<file path="config.mk">
export PLATFORM = sky130hd
export DESIGN_NAME = sr_cmd_gen
export DESIGN_NICKNAME = d
export VERILOG_FILES = /design/src/rtl/sr_cmd_gen.sv
export SDC_FILE = /design/constraint.sdc
export NUM_CORES = 1
export LEC_CHECK = 0
export BUFFER_PORTS_ARGS = -buffer_cell sky130_fd_sc_hd__buf_2
export CORE_MARGIN = 2
export CORE_UTILIZATION = 51
export DETAILED_ROUTE_END_ITERATION = 7
export PLACE_DENSITY = 0.74
export SYNTH_ARGS = -nofsm -noshare
export SYNTH_HDL_FRONTEND = slang
export SYNTH_SLANG_ARGS = --single-unit
</file>
<file path="constraint.sdc">
create_clock -name clk -period 1.3 [get_ports clk]
set_input_delay 0.26 -clock clk [delete_from_list [all_inputs] [get_ports clk]]
set_output_delay 0.26 -clock clk [all_outputs]
set_load 0.005 [all_outputs]
</file>
<file path="src/rtl/sr_cmd_gen.sv">
// Command stage for an SR flop: sync + debounce two raw requests, arbitrate, emit exclusive S/R pulses.
// Request rise -> S/R after DEB_CYCLES+3 edges; optional tie counter enabled by SR_CONFLICT_CNT_EN.
module sr_cmd_gen #(
    parameter int DEB_CYCLES = 4,
    parameter int PULSE_LEN  = 1,
    parameter int GAP_LEN    = 1,
    parameter int SET_PRIO   = 0,
    parameter int CNT_W      = 8
) (
    input  logic             clk,
    input  logic             rst_n,
    input  logic             set_req,
    input  logic             clr_req,
    output logic             S,
    output logic             R,
    output logic             busy,
    output logic [CNT_W-1:0] conflict_cnt
);

    localparam int DW   = (DEB_CYCLES > 1) ? $clog2(DEB_CYCLES) : 1;
    localparam int TMAX = (PULSE_LEN > GAP_LEN) ? PULSE_LEN : GAP_LEN;
    localparam int TW   = (TMAX > 1) ? $clog2(TMAX) : 1;
    localparam logic [DW-1:0] DEB_LAST   = DW'(DEB_CYCLES - 1);
    localparam logic [TW-1:0] PULSE_LAST = TW'(PULSE_LEN - 1);
    localparam logic [TW-1:0] GAP_LAST   = TW'(GAP_LEN - 1);

    typedef enum logic [1:0] {
        IDLE  = 2'd0,
        DRIVE = 2'd1,
        GAP   = 2'd2
    } state_t;

    // Channel index 0 = set, 1 = clear throughout.
    logic [1:0]    raw;
    logic [1:0]    sync1;
    logic [1:0]    sync2;
    logic [1:0]    deb;
    logic [1:0]    deb_d;
    logic [1:0]    armed;
    logic [1:0]    prime;
    logic [1:0]    rise;
    logic [1:0]    pend;
    logic [1:0]    pick;
    logic [DW-1:0] deb_cnt [2];
    logic [TW-1:0] tcnt;
    logic          issue;
    state_t        state;

    assign raw = {clr_req, set_req};

    // A channel only arms once its synchronised level has been seen low after reset,
    // so a request still held across reset cannot masquerade as a fresh rise.
    assign rise = deb & ~deb_d & armed;

    always_ff @(posedge clk or negedge rst_n) begin
        if (!rst_n) begin
            sync1      <= '0;
            sync2      <= '0;
            deb        <= '0;
            deb_d      <= '0;
            armed      <= '0;
            prime      <= '0;
            deb_cnt[0] <= '0;
            deb_cnt[1] <= '0;
        end else begin
            sync1 <= raw;
            sync2 <= sync1;
            deb_d <= deb;
            prime <= {prime[0], 1'b1};
            for (int i = 0; i < 2; i++) begin
                if (prime[1] && !sync2[i]) begin
                    armed[i] <= 1'b1;
                end
                if (sync2[i] == deb[i]) begin
                    deb_cnt[i] <= '0;
                end else if (deb_cnt[i] == DEB_LAST) begin
                    deb[i]     <= sync2[i];
                    deb_cnt[i] <= '0;
                end else begin
                    deb_cnt[i] <= deb_cnt[i] + 1'b1;
                end
            end
        end
    end

    always_comb begin
        pick = pend;
        if (pend == 2'b11) begin
            pick = (SET_PRIO != 0) ? 2'b01 : 2'b10;
        end
    end

    // The last GAP clock doubles as the IDLE decision point so back-to-back
    // commands are separated by exactly GAP_LEN low clocks.
    assign issue = (|pend) &&
                   ((state == IDLE) || ((state == GAP) && (tcnt == GAP_LAST)));

    always_ff @(posedge clk or negedge rst_n) begin
        if (!rst_n) begin
            state <= IDLE;
            tcnt  <= '0;
            S     <= 1'b0;
            R     <= 1'b0;
            pend  <= '0;
        end else begin
            pend <= (pend & ~(issue ? pick : 2'b00)) | rise;
            case (state)
                IDLE: begin
                    tcnt <= '0;
                    if (issue) begin
                        state <= DRIVE;
                        S     <= pick[0];
                        R     <= pick[1];
                    end
                end
                DRIVE: begin
                    if (tcnt == PULSE_LAST) begin
                        state <= GAP;
                        S     <= 1'b0;
                        R     <= 1'b0;
                        tcnt  <= '0;
                    end else begin
                        tcnt <= tcnt + 1'b1;
                    end
                end
                GAP: begin
                    if (tcnt == GAP_LAST) begin
                        tcnt <= '0;
                        if (issue) begin
                            state <= DRIVE;
                            S     <= pick[0];
                            R     <= pick[1];
                        end else begin
                            state <= IDLE;
                        end
                    end else begin
                        tcnt <= tcnt + 1'b1;
                    end
                end
                default: begin
                    state <= IDLE;
                    tcnt  <= '0;
                    S     <= 1'b0;
                    R     <= 1'b0;
                end
            endcase
        end
    end

    assign busy = (state != IDLE) || (|pend);

`ifdef SR_CONFLICT_CNT_EN
    logic tie;
    assign tie = &pend;

    always_ff @(posedge clk or negedge rst_n) begin
        if (!rst_n) begin
            conflict_cnt <= '0;
        end else if (issue && tie && (conflict_cnt != {CNT_W{1'b1}})) begin
            conflict_cnt <= conflict_cnt + 1'b1;
        end
    end
`else
    assign conflict_cnt = '0;
`endif

    a_exclusive: assert property (@(posedge clk) disable iff (!rst_n) !(S && R));
    a_idle_quiet: assert property (@(posedge clk) disable iff (!rst_n)
                                   (state == IDLE) |-> (!S && !R));

endmodule

</file>
# Word level (Yosys, flattened, before mapping)
# Cells that the tools add are included.
[classes] addsub=3 n_eq_ne=10 mux=20 n_bitwise=9 reduce_logical=16
[op_table] cell="2-bit two-way mux" count=9
[op_table] cell="2-bit equality test (second input constant)" count=4
[op_table] cell="1-bit two-way mux" count=8
[op_table] cell="2-bit AND" count=3
[op_table] cell="2-bit != test (second input constant)" count=3
[op_table] cell="1-bit one-hot mux with 3 select lines" count=2
[op_table] cell="2-bit one-hot mux with 3 select lines" count=1
[op_table] cell="2-bit AND reduction" count=3
[op_table] cell="2-bit by 1-bit adder with 2-bit output (second input constant)" count=2
[op_table] cell="1-bit logical AND" count=4
[op_table] cell="2-bit inverter" count=2
[op_table] cell="2-bit OR reduction" count=2
[op_table] cell="1-bit inverter" count=3
[op_table] cell="3-bit AND reduction" count=1
[op_table] cell="1-bit equality test" count=2
[op_table] cell="2-bit by 1-bit equality test with 1-bit output (second input constant)" count=1
[op_table] cell="1-bit zero test" count=2
[op_table] cell="2-bit zero test" count=1
[op_table] cell="1-bit logical OR" count=2
[op_table] cell="2-bit OR" count=1
[op_table] cell="2-bit nonzero test" count=1
[op_table] cell="1-bit adder (second input constant)" count=1
[word_totals] regBits=23 inputBits=4 out_inout_bits=11 elab_cells=73

# Depth between registers and ports, before layout
[logic_depth] ltp_word=8 ltp_mapped=2 ltp_nobuf=2

# Least setup slack after synthesis
# OpenSTA, ideal clock, no wires.
[synth_timing] path_kind="flip-flop to output port" start="reg state[0]" end="out busy" arrival_time_ns=0.919 setup_slack_ns=0.121 stages_incl_launch_ff=2 n_path_buf=0 path_cell_list="dfrtp_1 > or4_1"
[synth_via] elab_chain_len=2
[synth_lines] item="from (decl)" line="47" rtl="state_t state;"
[synth_lines] item="from (signal assigned)" line="100" rtl="state <= IDLE;"
[synth_lines] item="from (signal assigned)" line="111" rtl="state <= DRIVE;"
[synth_lines] item="from (signal assigned)" line="118" rtl="state <= GAP;"
[synth_lines] item="2-bit nonzero test" line="150" rtl="assign busy = (state != IDLE) || (|pend);"
[synth_lines] item="1-bit logical OR" line="150"
[synth_lines] item="to (decl)" line="16" rtl="output logic busy,"
# No other way between the ends.

# Final worst setup path
[layout_timing] start="reg state[1]" end="out busy"
# Same word-level chain as after synthesis.

==> results.json <==
{
  "r2r-start": "deb_cnt[0]$_DFF_PN0_",
  "violations": "negative setup slack",
  "wire_per_inst_um": 10.55,
  "antenna_found_initial": 0,
  "endpoint": "busy",
  "path_class": "reg -> out",
  "syn_area_um2": 803.3,
  "final_hold_viol_count": 0,
  "r2r_end": "deb[1]$_DFFE_PN0P_",
  "setup-tns-final_ns": -0.2688,
  "clock_sinks": 22,
  "intPower_mw": 1.255,
  "cts_tree": "yes",
  "diodes": 0,
  "synth_warnings": 0,
  "cpPeakStageDelay_ns": 0.50,
  "max_freq_ghz": 0.6374,
  "pwr-share-clk_pct": 16.4,
  "leakage_nw": 0.4346,
  "start_util_pct": 53.95,
  "maxSlewViolCount": 0,
  "syn_to_final_growth_pct": 8.879,
  "drtIter0Drc": 2,
  "gr-usage-all-layers_pct": 11.72,
  "min_path_type": "in -> reg",
  "critPathLaunch": "state[1]$_DFFE_PN0P_",
  "switching_power_mw": 0.4865,
  "routed_wirelength_um": 928,
  "grt_pass1_vias": 417,
  "die-area_um2": 1908,
  "dieHeight_um": 43.69,
  "seqPwrFrac_pct": 57.8,
  "outcome": "finished with violations",
  "ant_nets": 0,
  "pre_cts_ws_ns": 0.05449,
  "cts.path.max_buffers": 2,
  "end_kind": "primary output",
  "num_rows": 14,
  "final-setup-viol-count": 1,
  "dp_cells": 83,
  "synth_cell_types": 18,
  "fp.coreArea_um2": 1489,
  "routabilityCongestion": 0.7399,
  "hpwl_um": 675.1,
  "regToRegSetupSlack_ns": 0.31,
  "skew_ns": 0.0003087,
  "crit_path_top_delay_cell": "or4_1",
  "fill_cells": 112,
  "path_cells": "or4_1 -> buf_2",
  "clk_pin_slew_ns": 0.10,
  "cts_buffers": 3,
  "die_x_um": 43.69,
  "io_pins": 15,
  "period_share_pct": 120.7,
  "nets": 80,
  "first_pass_iters": 2,
  "ir_drop_mv": 0.9392,
  "rsz0062_at_grt": "yes",
  "grt_pass1_wl_um": 1614,
  "clk-insertion-delay-late_ns": 0.29,
  "h-tree-depth": 1,
  "portBuffers": 6,
  "syn_area_per_cell_um2": 13.39,
  "crit_fanout": 2,
  "start_kind": "flip-flop",
  "synth_cells": 60,
  "drive_above_1_share_pct": 19.44,
  "grt_overflow_total": 0,
  "via_count": 421,
  "ys_seq_area_share_pct": 68.54,
  "drv_cap": 0,
  "ff2ff_path_depth": 2,
  "root_buffer": "clkbuf_4",
  "worst_slack_ns": -0.2688,
  "cp.required_ns": 1.04,
  "ys_seq_elements": 22,
  "p_per_area_nw_per_um2": 1991,
  "comb_power_share_pct": 25.8,
  "routed_via_density": 4.784,
  "min_period_ns": 1.569,
  "instances_no_fill": 88,
  "drc": 0,
  "grt_start_max_net_pins": 23,
  "switching_share_pct": 27.94,
  "worstPathArrival_ns": 1.31,
  "whs_ns": 0.06643
}
-- through the flow --
step | utilization, % | power (mW) | cell area, um^2
floorplan | - | 1.304 | 829.5
CTS | 58.74 | 1.768 | 874.6
detailed placement | 56.05 | 1.459 | 834.6
global placement | 56.05 | 1.429 | 834.6
global route | 58.74 | 1.873 | 874.6
finish | 58.74 | 1.741 | 874.6
-- kinds of logic after synthesis --
kind of cell	share of synthesized area (%)
XOR/XNOR	2.181
flip-flops	68.54
AO/OA/AOI/OAI	4.360
other	0.9349
AND/OR/NAND/NOR	8.723
adder cells (fa/ha/maj)	3.115
buffers and inverters	9.346
multiplexers	2.804
-- metal layers --
metal  vias up  part of all wire (%)  GRT usage (%)
li1        201                     -              -
met1       205                    48          14.65
met2        15                    46          17.65
met3         0                   6.3          3.750
met4         0                     0          7.273
met5         -                     0              0
-- power groups by stage --
| stage | registers [mW] | logic, mW | clock network [mW] |
|---|---|---|---|
| after floorplan | 1.02 | 0.284 | 0 |
| after global routing | 1.03 | 0.511 | 0.328 |
| final | 1.01 | 0.449 | 0.285 |
| after detailed placement | 1.02 | 0.436 | 0 |
| after CTS | 1.01 | 0.457 | 0.303 |
| after global placement | 1.01 | 0.416 | 0 |
-- cell type report --
cell class | count | area, um^2 | share of cell area (%)
sequential | 22 | 550.5 | 62.95
inverter | 4 | 15.01 | 1.717
multi-input combinational | 33 | 203.9 | 23.32
clock buffer | 3 | 22.52 | 2.575
tap | 16 | 20.02 | 2.289
timing repair buffer | 10 | 62.56 | 7.153
-- cells in the mapped netlist, drive strengths merged --
cell type	number	area share, %
a21o	2	1.9
a21oi	1	0.62
a32o	1	1.2
buf	8	7.5
conb	2	0.93
dfrtp	22	69
ha	2	3.1
inv	4	1.9
mux2	2	2.8
nand2	1	0.47
nand2b	1	0.78
nand3b	1	0.93
nor2	3	1.4
nor2b	3	2.3
nor3	3	1.9
o21ai	1	0.62
or4	1	0.93
xnor2	2	2.2
-- cell usage in the layout, fill, tap and decap left out, drive strengths merged --
master / instances
dfrtp: 22
buf: 9
xnor2: 2
or4: 1
ha: 2
nand2b: 1
nand3b: 1
dlygate4sd3: 1
mux2: 2
nor3: 3
inv: 4
a21oi: 1
clkbuf: 3
o21ai: 1
nand2: 1
nor2: 3
nor2b: 3
a21o: 2
a32o: 1
conb: 9
-- state kept, by name (all words and copies together), names as in the netlist --
name	cells
deb_cnt	4
armed	2
deb	2
deb_d	2
pend	2
prime	2
state	2
sync1	2
sync2	2
R	1
S	1
-- worst max-delay path: cells and delay by family, from the launching register on --
kind / cells / cell delay (ns)
buffers and inverters: 1 / 0.14
and+or+nand+nor: 1 / 0.50
DFF: 1 / 0.39
-- worst min-delay path by stage --
stage,from,to,slack [ns],cells past startpoint
after floorplan,rst_n,R$_DFFE_PN0P_,-0.04,0
final,clr_req,sync1[1]$_DFF_PN0_,0.07,1
after global placement,rst_n,deb_cnt[1]$_DFF_PN0_,0.24,1
after detailed placement,rst_n,state[1]$_DFFE_PN0P_,0.24,1
after global routing,clr_req,sync1[1]$_DFF_PN0_,0.04,1
after CTS,set_req,sync1[0]$_DFF_PN0_,0.05,1
-- timing repair --
action                                  in CTS  in global routing
endpoints found under the setup margin       1                  1
hold endpoints to repair                    22                  0
resized for setup                            0                  0
hold buffers                                 1                  0
buffers inserted                             1                  0
No activity file was read; power rests on OpenSTA's default activity.
